### config.mk
export PLATFORM = sky130hd
export DESIGN_NAME = puf_resp_reader
export DESIGN_NICKNAME = d
export VERILOG_FILES = /design/src/rtl/puf_resp_reader.sv
export SDC_FILE = /design/constraint.sdc
export NUM_CORES = 1
export LEC_CHECK = 0
export CAP_MARGIN = 20
export CORE_MARGIN = 4
export CORE_UTILIZATION = 52
export DETAILED_ROUTE_END_ITERATION = 8
export HOLD_SLACK_MARGIN = 0.1
export PLACE_DENSITY = 0.79
export SLEW_MARGIN = 0
export SYNTH_ARGS = -nofsm -noshare
export SYNTH_HDL_FRONTEND = slang
export SYNTH_SLANG_ARGS = --single-unit
### constraint.sdc
create_clock -name clk -period 2 [get_ports clk]
set_clock_uncertainty 0.1 [all_clocks]
set_input_delay 0.3 -clock clk [delete_from_list [all_inputs] [get_ports clk]]
set_output_delay 0.3 -clock clk [all_outputs]
set_load 0.02 [all_outputs]
### src/rtl/puf_resp_reader.sv
// rtl/puf_resp_reader.sv - butterfly PUF read controller with majority voting
module puf_resp_reader #(
  parameter int RESP_WIDTH = 8,
  parameter int VOTES      = 5,
  parameter int SETTLE_CYC = 4
) (
  input  logic                                                   clk,
  input  logic                                                   rst,
  input  logic                                                   start,
  output logic                                                   busy,
  output logic [((RESP_WIDTH > 1) ? $clog2(RESP_WIDTH) : 1)-1:0] puf_sel,
  output logic                                                   puf_en,
  output logic                                                   puf_excite,
  output logic                                                   puf_clr,
  output logic                                                   puf_pre,
  input  logic                                                   puf_q,
  output logic [RESP_WIDTH-1:0]                                  resp,
  output logic                                                   resp_valid,
  input  logic                                                   resp_ready,
  output logic [$clog2(RESP_WIDTH+1)-1:0]                        unstable_cnt
);

  localparam int SEL_W  = (RESP_WIDTH > 1) ? $clog2(RESP_WIDTH) : 1;
  localparam int CNT_W  = $clog2(RESP_WIDTH + 1);
  localparam int VOTE_W = $clog2(VOTES + 1);
  localparam int PH_W   = (SETTLE_CYC > 1) ? $clog2(SETTLE_CYC) : 1;

  localparam logic [PH_W-1:0]   PH_LAST  = PH_W'(SETTLE_CYC - 1);
  localparam logic [VOTE_W-1:0] VOTES_L  = VOTE_W'(VOTES);
  localparam logic [VOTE_W-1:0] HALF     = VOTE_W'(VOTES / 2);
  localparam logic [SEL_W-1:0]  SEL_LAST = SEL_W'(RESP_WIDTH - 1);

  typedef enum logic [2:0] {
    IDLE    = 3'd0,
    EXCITE  = 3'd1,
    RELEASE = 3'd2,
    SAMPLE  = 3'd3,
    NEXT    = 3'd4,
    DONE    = 3'd5
  } state_t;

  state_t              state;
  logic [PH_W-1:0]     phase;
  logic [VOTE_W-1:0]   votes;
  logic [VOTE_W-1:0]   ones;
  logic [VOTE_W-1:0]   votes_inc;

  // The cell is always kept preset and never cleared by this reader.
  assign puf_clr = 1'b0;
  assign puf_pre = 1'b1;

  assign votes_inc = votes + VOTE_W'(1);

  // Sequencer: every output is a register updated on the transition into the state it belongs to.
  always_ff @(posedge clk) begin
    if (rst) begin
      state        <= IDLE;
      busy         <= 1'b0;
      puf_en       <= 1'b0;
      puf_excite   <= 1'b0;
      resp_valid   <= 1'b0;
      puf_sel      <= '0;
      resp         <= '0;
      unstable_cnt <= '0;
      votes        <= '0;
      ones         <= '0;
      phase        <= '0;
    end else begin
      case (state)
        IDLE: begin
          if (start) begin
            resp         <= '0;
            unstable_cnt <= '0;
            puf_sel      <= '0;
            votes        <= '0;
            ones         <= '0;
            phase        <= '0;
            busy         <= 1'b1;
            puf_en       <= 1'b1;
            puf_excite   <= 1'b1;
            state        <= EXCITE;
          end
        end

        EXCITE: begin
          if (phase == PH_LAST) begin
            phase      <= '0;
            puf_en     <= 1'b0;
            puf_excite <= 1'b0;
            state      <= RELEASE;
          end else begin
            phase <= phase + PH_W'(1);
          end
        end

        RELEASE: begin
          if (phase == PH_LAST) begin
            phase <= '0;
            state <= SAMPLE;
          end else begin
            phase <= phase + PH_W'(1);
          end
        end

        SAMPLE: begin
          // The cell has settled after release; one evaluation is counted here.
          ones  <= ones + VOTE_W'(puf_q);
          votes <= votes_inc;
          if (votes_inc < VOTES_L) begin
            puf_en     <= 1'b1;
            puf_excite <= 1'b1;
            state      <= EXCITE;
          end else begin
            state <= NEXT;
          end
        end

        NEXT: begin
          resp[puf_sel] <= (ones > HALF);
          if ((ones != '0) && (ones != VOTES_L)) begin
            unstable_cnt <= unstable_cnt + CNT_W'(1);
          end
          votes <= '0;
          ones  <= '0;
          if (puf_sel == SEL_LAST) begin
            busy       <= 1'b0;
            resp_valid <= 1'b1;
            state      <= DONE;
          end else begin
            puf_sel    <= puf_sel + SEL_W'(1);
            puf_en     <= 1'b1;
            puf_excite <= 1'b1;
            state      <= EXCITE;
          end
        end

        DONE: begin
          // Response and count are held until the consumer takes them; start is not looked at here.
          if (resp_ready) begin
            resp_valid <= 1'b0;
            state      <= IDLE;
          end
        end

        default: begin
          state <= IDLE;
        end
      endcase
    end
  end

endmodule

==> results.cfg <==
[status]
status = finished clean

[power_and_ir_drop]
intPower_mw = 0.829
combPwrFrac_pct = 8.6
p_sw_mw = 0.275
switching_share_pct = 24.9
pwr-share-clk_pct = 37.6
power_density_nw_per_um2 = 594
p_leak_nw = 0.717
peakVddDrop_v = 0.000640
total_power_mw = 1.10
seq_power_share_pct = 53.8

[setup_path]
cp_max_fo = 11
critPathTopFamily = buffers and inverters
path_class = reg2out
crit_buf_inv = 2
cp.arrival_ns = 1.47
critPathRequiredTime_ns = 1.60
crit_path_end_kind = output port
cp-start-kind = flip-flop
path_cells = buf_4 -> clkdlybuf4s50_1
slowest_stage = clkdlybuf4s50_1
max_stage_delay_ns = 0.62

[timing]
setup_viol = 0
rsz0062_at_grt = false
setup-tns-final_ns = 0
post-route-min-period_ns = 1.87
final-hold-violation-count = 0
maxSlewViolCount = 0
min_period_over_period_pct = 93.7
fmax_mhz = 534

[global_routing]
gr-total-overflow = 0
gr-usage-all-layers_pct = 18.6
antenna_found_initial = 0
grt_pass1_vias = 1362
grt_max_degree = 18
use_met3_pct = 6.13
grt_use_met2_pct = 32.0
grt.met1_usage_pct = 20.5
top_usage_layer = met2
grt_pass1_wl_um = 5840

[clock_tree]
cts_resized = 0
htreeDepth = 2
hold_buffers = 0
clkSlewWorstSetupHoldPaths_ns = 0.09
postCtsSetupBuffers = 0
clock_latency_ns = 0.33
clock_sink_count = 29
clockBufferDepth = 2
cts-root-buf = clkbuf_4
cts_made_buffers = 5
tritoncts = yes

[detailed_routing]
wirelength_um = 3460
ant_nets = 0
routedWlPerCell_um = 14.9
drt_iter0_markers = 68
vias = 1348
route.detailed.drc = 0
firstDrtPassIters = 4
viasPerCell = 5.81

[layout]
fin_util_pct = 66.8
area_growth_pct = 22.0
fin_area_um2 = 1860
drive_gt1_share_pct = 13.9
final_common_cell = dfxtp_1
nNetsFinal = 212
fillers = 242
final_cell_mix = dfxtp_1 (29), clkdlybuf4s50_1 (23), nand2_1 (17)
antenna_cells = 0

[synthesis]
synth.distinct_cells = 45
syn_avg_cell_area_um2 = 8.70
seq_area_frac_synth_pct = 38.1
ys_warn_count = 0
synth_compound_area_share_pct = 20.4
syn_area_um2 = 1520
synthArstFlopShare_pct = 0
synthMuxAreaShare_pct = 4.60
synth_xor_area_share_pct = 2.88
synth-main-ff-cell = dfxtp_1
synth_top_family_by_area = simple AND/OR/NAND/NOR gates
synthCells = 175
synth-simple-area-share_pct = 20.9
ys_ff_latch = 29
synth_fa_ha_area_share_pct = 5.75
synth_edf_count = 0
synth_nets = 187

[placement]
placed_area_um2 = 1790
place_congestion = 0.841
port_buffers = 23
place_hpwl_um = 2550

[floorplanning]
die-area_um2 = 3860
pin_count = 26
die_h_um = 62.1
initial_core_util_pct = 54.7
die_x_um = 62.1
core_um2 = 2780
num_rows = 19

[hold_path]
holdCritPathClass = reg2reg

[job]
drv_cap = 0
## metal layers
metal | up-vias | part of all wire (%)
li1 | 672 | -
met1 | 635 | 43
met2 | 31 | 50
met3 | 10 | 4.0
met4 | 0 | 2.3
met5 | - | 0
## final timing paths
path / startpoint / endpoint / slack (ns) / depth (start not counted)
max: puf_sel[1] / puf_sel[1] / 0.13 / 2
min: resp[0] / resp[0] / 0.36 / 2
max reg2reg: puf_sel[0] / puf_excite / 0.20 / 5
min reg2reg: resp[0] / resp[0] / 0.36 / 2
## cell families after synthesis
group / count (synthesis)
AOI/OAI and AO/OA: 45
and+or+nand+nor: 59
muxes: 7
other: 2
buffers and inverters: 21
xor gates and xnor gates: 5
adders and majority gates: 7
DFF: 29
## flip-flops by register name, summed over array words and instances (netlist names)
register / flops
phase: 2
puf_excite: 1
ones: 3
busy: 1
puf_sel: 3
resp_valid: 1
state: 3
votes: 3
resp: 8
unstable_cnt: 4
## synthesized netlist by cell type (2+ instances only)
| cell | number | area share (%) |
|---|---|---|
| a211oi_1 | 4 | 2.0 |
| o21ai_0 | 2 | 0.66 |
| o41ai_1 | 2 | 1.2 |
| nand2b_1 | 3 | 1.2 |
| or2_2 | 2 | 0.82 |
| clkbuf_1 | 5 | 1.2 |
| nor3_1 | 2 | 0.66 |
| xnor2_1 | 2 | 1.2 |
| xor2_1 | 3 | 1.7 |
| nor2b_1 | 2 | 0.82 |
| buf_4 | 3 | 1.5 |
| nand3b_1 | 2 | 0.99 |
| nand3_1 | 5 | 1.6 |
| ha_1 | 7 | 5.8 |
| nor3b_1 | 2 | 0.99 |
| buf_2 | 6 | 2.0 |
| a2bb2oi_1 | 2 | 1.2 |
| nor2_1 | 16 | 3.9 |
| nand2_1 | 17 | 4.2 |
| inv_1 | 5 | 1.2 |
| o211ai_1 | 4 | 2.0 |
| conb_1 | 2 | 0.49 |
| a21oi_1 | 13 | 4.3 |
| dfxtp_1 | 29 | 38 |
| a31oi_1 | 2 | 0.82 |
| o31ai_1 | 2 | 0.99 |
| mux2i_1 | 7 | 4.6 |
| a22oi_1 | 7 | 3.5 |
## through the flow
step | hold slack [ns] | setup WS (ns) | std cells
finish | 0.362 | 0.126 | 232
global route | 0.388 | 0.0539 | 232
CTS | 0.369 | 0.113 | 232
detailed placement | 0.353 | 0.180 | 224
global placement | 0.347 | 0.249 | 224
floorplan | 0.349 | 0.303 | 175
## area by class of cell
cell class | instances | area (µm²) | area share, %
Timing Repair Buffer | 34 | 313 | 16.8
Tap cell | 31 | 38.8 | 2.09
Inverter | 5 | 18.8 | 1.01
Clock inverter | 1 | 5.00 | 0.269
Multi-Input combinational cell | 125 | 837 | 45.1
Sequential cell | 29 | 581 | 31.2
Clock buffer | 7 | 65.1 | 3.50
## power by group through the flow
stage / combinational [mW] / sequential [mW] / clock [mW]
2_1_floorplan: 0.0629 / 0.607 / 0
3_3_place_gp: 0.0905 / 0.606 / 0
3_5_place_dp: 0.0947 / 0.607 / 0
4_1_cts: 0.0949 / 0.593 / 0.420
5_1_grt: 0.103 / 0.595 / 0.451
6_report: 0.0953 / 0.594 / 0.415
## tightest hold or removal path, cell delays in order, from the launching register on
cell and delay, ns:
dfxtp_1 0.33, nand3_2 0.06, o21ai_2 0.04
No activity file was read; power rests on OpenSTA's default activity.
